$ cat config.mk
export PLATFORM = sky130hd
export DESIGN_NAME = mul4_fitness_sequencer
export DESIGN_NICKNAME = d
export VERILOG_FILES = /design/src/rtl/mul4_eval_pkg.sv /design/src/rtl/mul4_lfsr64.sv /design/src/rtl/mul4_fitness_sequencer.sv
export SDC_FILE = /design/constraint.sdc
export NUM_CORES = 2
export LEC_CHECK = 0
export ABC_AREA = 1
export CORE_MARGIN = 2
export CORE_UTILIZATION = 64
export CTS_CLUSTER_DIAMETER = 100
export DETAILED_ROUTE_END_ITERATION = 7
export PLACE_DENSITY = 0.87
export SLEW_MARGIN = 10
export SYNTH_ARGS = -nofsm -noshare
export SYNTH_HDL_FRONTEND = slang
export SYNTH_HIERARCHICAL = 1
export SYNTH_SLANG_ARGS = --single-unit
$ cat constraint.sdc
create_clock -name clk -period 12.9 [get_ports clk]
set_input_delay 2.58 -clock clk [delete_from_list [all_inputs] [get_ports clk]]
set_output_delay 2.58 -clock clk [all_outputs]
set_load 0.05 [all_outputs]
$ cat src/rtl/mul4_eval_pkg.sv
// Shared types, constants and the golden 32x32 multiply used to grade
// a candidate mul4 individual.
package mul4_eval_pkg;

   typedef enum logic [1:0] {
      IDLE = 2'd0,
      RUN  = 2'd1,
      DONE = 2'd2
   } eval_state_t;

   localparam logic [63:0] LFSR_MASK   = 64'hD800_0000_0000_0000;
   localparam logic [15:0] NO_MISMATCH = 16'hFFFF;

   function automatic logic [63:0] golden_mul4(input logic [15:0] a1,
                                               input logic [15:0] a0,
                                               input logic [15:0] b1,
                                               input logic [15:0] b0);
      logic [63:0] op_a;
      logic [63:0] op_b;
      op_a = {32'd0, a1, a0};
      op_b = {32'd0, b1, b0};
      return op_a * op_b;
   endfunction

endpackage

$ cat src/rtl/mul4_lfsr64.sv
// 64-bit Galois right-shift LFSR supplying operand sets; a zero seed is
// replaced by 1 so the register can never lock up in the all-zero state.
module mul4_lfsr64
   import mul4_eval_pkg::*;
(
   input  logic        clk,
   input  logic        rst,
   input  logic        load,
   input  logic        enable,
   input  logic [63:0] seed,
   output logic [63:0] state
);

   logic [63:0] lfsr_d;
   logic [63:0] lfsr_q;

   // Next LFSR value: load has priority over stepping.
   always_comb begin
      lfsr_d = lfsr_q;
      if (load) begin
         lfsr_d = (seed == 64'd0) ? 64'd1 : seed;
      end else if (enable) begin
         lfsr_d = {1'b0, lfsr_q[63:1]} ^ (lfsr_q[0] ? LFSR_MASK : 64'd0);
      end else begin
         lfsr_d = lfsr_q;
      end
   end

   // LFSR register.
   always_ff @(posedge clk) begin
      if (rst) begin
         lfsr_q <= 64'd1;
      end else begin
         lfsr_q <= lfsr_d;
      end
   end

   assign state = lfsr_q;

endmodule

$ cat src/rtl/mul4_fitness_sequencer.sv
// Drives pseudo-random operands into a combinational mul4 candidate, grades
// every 16-bit result word against the golden product and reports the score.
module mul4_fitness_sequencer
   import mul4_eval_pkg::*;
#(
   parameter int NUM_VECTORS = 64,
   parameter int SCORE_W     = 18
) (
   input  logic               clk,
   input  logic               rst,
   input  logic               start,
   input  logic               abort,
   input  logic [63:0]        seed,
   output logic [15:0]        a1,
   output logic [15:0]        a0,
   output logic [15:0]        b1,
   output logic [15:0]        b0,
   input  logic [15:0]        y3,
   input  logic [15:0]        y2,
   input  logic [15:0]        y1,
   input  logic [15:0]        y0,
   output logic               busy,
   output logic               done,
   output logic               aborted,
   output logic [SCORE_W-1:0] score,
   output logic               perfect,
   output logic [15:0]        first_mismatch
);

   if (NUM_VECTORS < 1 || NUM_VECTORS > 65535) begin : g_bad_num_vectors
      $error("NUM_VECTORS must lie in 1..65535");
   end
   if ((longint'(1) << SCORE_W) <= longint'(4) * longint'(NUM_VECTORS)) begin : g_bad_score_w
      $error("SCORE_W too narrow: 2**SCORE_W must exceed 4*NUM_VECTORS");
   end

   localparam logic [15:0]        LAST_IDX   = 16'(NUM_VECTORS - 1);
   localparam logic [SCORE_W-1:0] FULL_SCORE = SCORE_W'(4 * NUM_VECTORS);

   eval_state_t        state_d, state_q;
   logic [15:0]        idx_d, idx_q;
   logic [SCORE_W-1:0] score_d, score_q;
   logic [15:0]        fm_d, fm_q;
   logic               aborted_d, aborted_q;
   logic               perfect_d, perfect_q;
   logic               busy_d, busy_q;
   logic               done_d, done_q;

   logic               lfsr_load;
   logic               lfsr_en;
   logic [63:0]        lfsr_state;
   logic [63:0]        golden;
   logic [2:0]         match_cnt;
   logic [SCORE_W-1:0] score_sum;

   mul4_lfsr64 u_lfsr (
      .clk    (clk),
      .rst    (rst),
      .load   (lfsr_load),
      .enable (lfsr_en),
      .seed   (seed),
      .state  (lfsr_state)
   );

   assign golden    = golden_mul4(lfsr_state[63:48], lfsr_state[47:32],
                                  lfsr_state[31:16], lfsr_state[15:0]);
   assign match_cnt = 3'(y0 == golden[15:0])  + 3'(y1 == golden[31:16]) +
                      3'(y2 == golden[47:32]) + 3'(y3 == golden[63:48]);
   assign score_sum = score_q + SCORE_W'(match_cnt);

   // Sequencer next state; abort outranks both scoring and start in RUN.
   always_comb begin
      state_d   = state_q;
      idx_d     = idx_q;
      score_d   = score_q;
      fm_d      = fm_q;
      aborted_d = aborted_q;
      perfect_d = perfect_q;
      busy_d    = busy_q;
      done_d    = done_q;
      lfsr_load = 1'b0;
      lfsr_en   = 1'b0;
      case (state_q)
         IDLE, DONE: begin
            if (start) begin
               state_d   = RUN;
               lfsr_load = 1'b1;
               idx_d     = 16'd0;
               score_d   = '0;
               fm_d      = NO_MISMATCH;
               aborted_d = 1'b0;
               perfect_d = 1'b0;
               busy_d    = 1'b1;
               done_d    = 1'b0;
            end else begin
               state_d = state_q;
            end
         end
         RUN: begin
            lfsr_en = 1'b1;
            if (abort) begin
               state_d   = DONE;
               aborted_d = 1'b1;
               perfect_d = 1'b0;
               busy_d    = 1'b0;
               done_d    = 1'b1;
            end else begin
               score_d = score_sum;
               idx_d   = idx_q + 16'd1;
               if (match_cnt != 3'd4 && fm_q == NO_MISMATCH) begin
                  fm_d = idx_q;
               end else begin
                  fm_d = fm_q;
               end
               if (idx_q == LAST_IDX) begin
                  state_d   = DONE;
                  perfect_d = (score_sum == FULL_SCORE);
                  busy_d    = 1'b0;
                  done_d    = 1'b1;
               end else begin
                  state_d = RUN;
               end
            end
         end
         default: begin
            state_d = IDLE;
            busy_d  = 1'b0;
            done_d  = 1'b0;
         end
      endcase
   end

   // State and result registers.
   always_ff @(posedge clk) begin
      if (rst) begin
         state_q   <= IDLE;
         idx_q     <= 16'd0;
         score_q   <= '0;
         fm_q      <= NO_MISMATCH;
         aborted_q <= 1'b0;
         perfect_q <= 1'b0;
         busy_q    <= 1'b0;
         done_q    <= 1'b0;
      end else begin
         state_q   <= state_d;
         idx_q     <= idx_d;
         score_q   <= score_d;
         fm_q      <= fm_d;
         aborted_q <= aborted_d;
         perfect_q <= perfect_d;
         busy_q    <= busy_d;
         done_q    <= done_d;
      end
   end

   assign a1             = lfsr_state[63:48];
   assign a0             = lfsr_state[47:32];
   assign b1             = lfsr_state[31:16];
   assign b0             = lfsr_state[15:0];
   assign busy           = busy_q;
   assign done           = done_q;
   assign aborted        = aborted_q;
   assign score          = score_q;
   assign perfect        = perfect_q;
   assign first_mismatch = fm_q;

endmodule

=== Word level (Yosys, flattened, before mapping) ===
Index checks and enable logic that the tools add are counted.

* Input port bits: 132
* Output and inout port bits: 102
* Logic and storage cells: 76
* Register bits: 120

* Equality and inequality tests: 15
* Reduce and logical (&&, ||, !) cells: 11
* Mux-type cells: 34
* $mul: 1
* Bitwise operators: 1
* $add $sub $neg: 5

{| class="wikitable"
|+ Operators with widths
! operator !! number
|-
| $mux W64 || 4
|-
| $mux W16 || 5
|-
| $eq A16 B16 Y1 || 4
|-
| $logic_not A64 Y1 || 1
|-
| $mul A32 B32 Y64 || 1
|-
| $pmux W16 S2 || 2
|-
| $xor A63 B64 Y64 || 1
|-
| $mux W18 || 2
|-
| $pmux W18 S2 || 1
|-
| $add A18 B3 Y18 || 1
|-
| $eq A18 B9 Y1 const B || 1
|-
| $add A16 B1 Y16 const B || 1
|-
| $eq A16 B16 Y1 const B || 1
|-
| $eq A16 B6 Y1 const B || 1
|-
| $mux W1 || 12
|-
| $reduce_and A3 Y1 || 3
|-
| $ne A2 B2 Y1 const B || 4
|-
| $pmux W1 S2 || 4
|-
| $mux W2 || 3
|-
| $ne A3 B3 Y1 const B || 2
|-
| $pmux W2 S2 || 1
|-
| $reduce_and A4 Y1 || 1
|-
| $reduce_bool A2 Y1 || 2
|-
| $add A2 B1 Y3 || 1
|-
| 8 further kinds || 8
|}

=== Depth between registers and ports, before layout ===
* Depth after elaboration: 10
* Mapped depth: 51
* Depth with buffers taken out: 50

=== Hierarchy ===
Netlist, hierarchy kept.

{| class="wikitable"
|+ By module, submodules not included
! module !! cells an instance !! times used !! area each (µm²)
|-
| mul4_fitness_sequencer || 5061 || 1 || 38066.5
|-
| mul4_lfsr64 || 429 || 1 || 2957.8
|}

=== Worst setup path after synthesis ===
Ideal clock, no wire load.

* Kind: flip-flop to flip-flop
* Start point: register u_lfsr.lfsr_q[62], in the netlist u_lfsr/state[62]
* End point: register perfect_q, in the netlist perfect
* Arrival: 9281 ps
* Stages on the path, launching flop included: 47
* Clock period less this slack: 9352 ps
* Setup slack: 3548 ps
* Path through: dfxtp_1 -> clkbuf_1 -> nand2_1 -> fa_1 -> inv_1 -> fa_1 -> fa_1 -> inv_1 -> fa_1 -> inv_1 -> fa_1 -> fa_1 -> fa_1 -> inv_1 -> fa_1 -> inv_1 -> ha_1 -> nand2_1 -> [... 11 more ...] -> nand2_1 -> nor2_1 -> fa_1 -> ha_1 -> ha_1 -> inv_1 -> fa_1 -> o21ai_2 -> nand2_1 -> nor2_1 -> nand3_1 -> nand2_1 -> nand2_1 -> nor2_1 -> nand2_1 -> nor3_1 -> nand2_1 -> a21oi_1

* Longest elaborated chain between the ends: 10
* Elaborated cells between the ends (all ways): 12
* Classes of those cells: add/sub: 4; mul: 1; eq/ne: 4; mux: 3

{| class="wikitable"
|+ Ends and longest elaborated chain
! element !! RTL line !! source
|-
| start, declared || mul4_lfsr64.sv:15 || <nowiki>logic [63:0] lfsr_q;</nowiki>
|-
| start signal, assigned || mul4_lfsr64.sv:34 || <nowiki>lfsr_q <= lfsr_d;</nowiki>
|-
| $mul A32 B32 Y64 (*) || mul4_eval_pkg.sv:22 || <nowiki>return op_a * op_b;</nowiki>
|-
| $eq A16 B16 Y1 || mul4_fitness_sequencer.sv:67 || <nowiki>assign match_cnt = 3'(y0 == golden[15:0]) + 3'(y1 == golden[31:16]) +</nowiki>
|-
| $add A1 B1 Y2 || mul4_fitness_sequencer.sv:67 ||
|-
| $add A2 B1 Y3 || mul4_fitness_sequencer.sv:67 ||
|-
| $add A3 B1 Y3 (*) || mul4_fitness_sequencer.sv:68 || <nowiki>3'(y2 == golden[47:32]) + 3'(y3 == golden[63:48]);</nowiki>
|-
| $add A18 B3 Y18 (*) || mul4_fitness_sequencer.sv:69 || <nowiki>assign score_sum = score_q + SCORE_W'(match_cnt);</nowiki>
|-
| $eq A18 B9 Y1 (*) || mul4_fitness_sequencer.sv:117 || <nowiki>perfect_d = (score_sum == FULL_SCORE);</nowiki>
|-
| $mux W1 (*) || mul4_fitness_sequencer.sv:115 || <nowiki>if (idx_q == LAST_IDX) begin</nowiki>
|-
| $mux W1 (*) || mul4_fitness_sequencer.sv:101 || <nowiki>if (abort) begin</nowiki>
|-
| $pmux W1 S2 (*) || mul4_fitness_sequencer.sv:83 || <nowiki>case (state_q)</nowiki>
|-
| end signal, assigned || mul4_fitness_sequencer.sv:150 || <nowiki>perfect_q <= perfect_d;</nowiki>
|-
| end, declared || mul4_fitness_sequencer.sv:45 || <nowiki>logic perfect_d, perfect_q;</nowiki>
|}

Mark *: on every way between the ends. The rest lies on a longest branch, timed or not. The select of a mux whose other input is x is not followed.
A chain may end at the register's enable or synchronous reset.

=== Final worst setup path ===
* Start point: register u_lfsr.lfsr_q[52], in the netlist u_lfsr/state[52]
* End point: register perfect_q, in the netlist perfect

Same word-level chain as after synthesis.

==> results_dict.tcl <==
set metrics [dict create \
    drc 1 \
    worst-endpoint-arrival_ns 11.17 \
    clockRootBuffer "clkbuf_16" \
    worst-path-max-fanout 18 \
    postRouteWirelength_um 126000 \
    post-place-ws_ns 2.27 \
    worst-path-buf-inv 8 \
    synth_top_area_share_pct 43.8 \
    die_w_um 257 \
    rsz0062_at_grt "no" \
    wl_per_cell_um 19.5 \
    clk_path_buf_depth 2 \
    drtIter0Drc 3823 \
    critPathKind "flop to flop" \
    grt_pass1_wl_um 204000 \
    hpwl_um 100000 \
    synth_cell_types 50 \
    critPathCaptureType "flop" \
    synth_warnings 6 \
    cts_tree "built" \
    finalCriticalPeriod_ns 10.80 \
    viasPerCell 5.64 \
    syn_to_final_growth_pct 8.62 \
    cp_slowest_cell "dfxtp_1" \
    fin_ws_ns 2.10 \
    reg2reg_slack_ns 2.10 \
    ys.flop_type "dfxtp_1" \
    cp.depth 46 \
    hold_path_end "done$_SDFFE_PP0P_" \
    postSynthCellCount 5490 \
    final_util_pct 70.5 \
    grt_util_all_layers_pct 39.4 \
    synth_seq_area_share_pct 5.86 \
    diodes 0 \
    holdBufCountCts 0 \
    hold_ws_ns 0.475 \
    cp_common_cell "nand2_1" \
    insertion_delay_ns 0.44 \
    slew_headroom_pct 19.9 \
    port_buffers 233 \
    outcome "finished with violations" \
    r2r_start "u_lfsr/state[52]$_SDFFE_PP0P_" \
    fp-row-count 92 \
    finalNetCount 6867 \
    synth_fp_nets 6789 \
    postRouteAntennaNets 0 \
    power_mw 6.23 \
    grt_pass1_vias 39002 \
    min_path_type "flop to flop" \
    start_util_pct 64.9 \
    overflow 0 \
    nFillCells 4831 \
    maxCapViolCount 0 \
    synth_edf_count 0 \
    synth-seq-cells 120 \
    synth.largest_area_cell "fa_1" \
    fin_cells 6427 \
    final.setup.tns_ns 0 \
    finClkSkew_ns 0.0157 \
    cpPeakStageDelay_ns 1.01 \
    synth_common_cells "1754 x nand2_1, 1381 x inv_1, 898 x fa_1" \
    yosys-top-cells-area "fa_1 44%, nand2_1 16%, inv_1 13%" \
    yosys.cell_count.top_type "nand2_1" \
    async_flop_share_pct 0 \
    period_share_pct 83.7 \
    hold_start "done$_SDFFE_PP0P_" \
    setup_viol 0 \
    fmax_mhz 92.6 \
    antenna_found_initial 0 \
    io_pins 234 \
    grt_start_max_net_pins 70 \
    holdPathStages 2 \
    drt_pass1_iterations 8 \
    power.leakage_nw 22.8 \
    num_vias 36221 \
    syn-cell-area_mm2 0.0410 \
    dpl.cell_count 6395 \
    placed_area_mm2 0.0440 \
    r2r_end "perfect$_SDFFE_PP0P_" \
    worst_pin_slew_ns 1.20 \
    peakVddDrop_mv 0.163 \
    cp-startpoint "u_lfsr/state[52]$_SDFFE_PP0P_" \
    core_area_mm2 0.0632 \
    hold_viol 0 \
    violations "DRC" \
    postLayoutCellArea_mm2 0.0446 \
    cts_max_level 4 \
    synth.avg_cell_area_um2 7.47 \
    required_ns 13.27 \
    slew_violations 0 \
    cts_repair_resize_count 0 \
    path_delay_family "adder cells" \
    rr_worst_depth 46 \
    place.gp.congestion 0.999 \
    clk_pin_slew_ns 0.06 \
    die_h_um 257 \
    cts_setup_buffers 0 \
    cts_made_buffers 17 \
    drive_above_1_share_pct 2.31 \
    cts_num_sinks 120 \
    dieArea_mm2 0.0661 \
    cp-start-kind "flop" \
    power_density_mw_per_mm2 140 \
]
metal layers:
layer	wire length, um	GRT usage, %	up-vias
li1	-	-	15893
met1	44900	49.7	17439
met2	58800	63.9	2310
met3	14600	9.37	579
met4	7260	19.5	0
met5	0	0	-
cell usage in the layout, fill, tap and decap left out, drive strengths merged, types with 23 or more instances in the layout:
| cell | netlist | layout |
|---|---|---|
| xor2 | 64 | 64 |
| nand3 | 76 | 76 |
| a21oi | 146 | 146 |
| nand2 | 1757 | 1757 |
| nor3 | 23 | 23 |
| nor2 | 225 | 225 |
| xnor2 | 48 | 48 |
| nand4 | 27 | 27 |
| dfxtp | 120 | 120 |
| clkdlybuf4s50 | 0 | 233 |
| ha | 269 | 269 |
| o21ai | 151 | 151 |
| fa | 898 | 898 |
| buf | 14 | 61 |
| inv | 1387 | 1393 |
worst max-delay path by stage:
| stage | slack, ns | end |
|---|---|---|
| 6_report | 2.10 | perfect$_SDFFE_PP0P_ |
| 5_1_grt | 1.35 | perfect$_SDFFE_PP0P_ |
| 4_1_cts | 2.22 | perfect$_SDFFE_PP0P_ |
| 3_5_place_dp | 2.27 | perfect$_SDFFE_PP0P_ |
| 3_3_place_gp | 2.39 | perfect$_SDFFE_PP0P_ |
| 2_1_floorplan | 3.55 | perfect$_SDFFE_PP0P_ |
state kept, by name, summed over array words and instances, names as in the netlist:
register,flops
aborted,1
u_lfsr/state,64
score,18
done,1
busy,1
state_q,2
idx_q,16
first_mismatch,16
perfect,1
cells by family (layout without fill, tap and decap cells):
logic type / after synthesis / after routing / share of synthesized area, %
compound gates: 334 / 334 / 4.32
fa+ha+maj: 1167 / 1167 / 52.0
buf+inv: 1624 / 1715 / 15.0
flops: 120 / 120 / 5.86
xor+xnor: 112 / 112 / 2.39
simple gates: 2133 / 2133 / 20.4
tightest hold or removal path, delay by kind of cell (launching register included):
family / cells / cell delay [ns]
AO/OA/AOI/OAI: 1 / 0.06
AND/OR/NAND/NOR: 1 / 0.06
flip-flops: 1 / 0.31
cell type report:
| type | instances | area [um^2] | area share, % |
|---|---|---|---|
| clock buffers | 18 | 439 | 0.986 |
| clock inverters | 14 | 164 | 0.368 |
| inverters | 1389 | 5220 | 11.7 |
| multi-input cells | 3746 | 32500 | 72.9 |
| flip-flops and latches | 120 | 2410 | 5.42 |
| well taps | 846 | 1060 | 2.38 |
| repair buffers | 294 | 2790 | 6.26 |
power breakdown:
group / switching [mW] / internal (mW)
combinational: 3.39 / 1.83
sequential: 0.0956 / 0.398
clock: 0.212 / 0.295
total: 3.70 / 2.52
No activity file was read; power rests on OpenSTA's default activity.
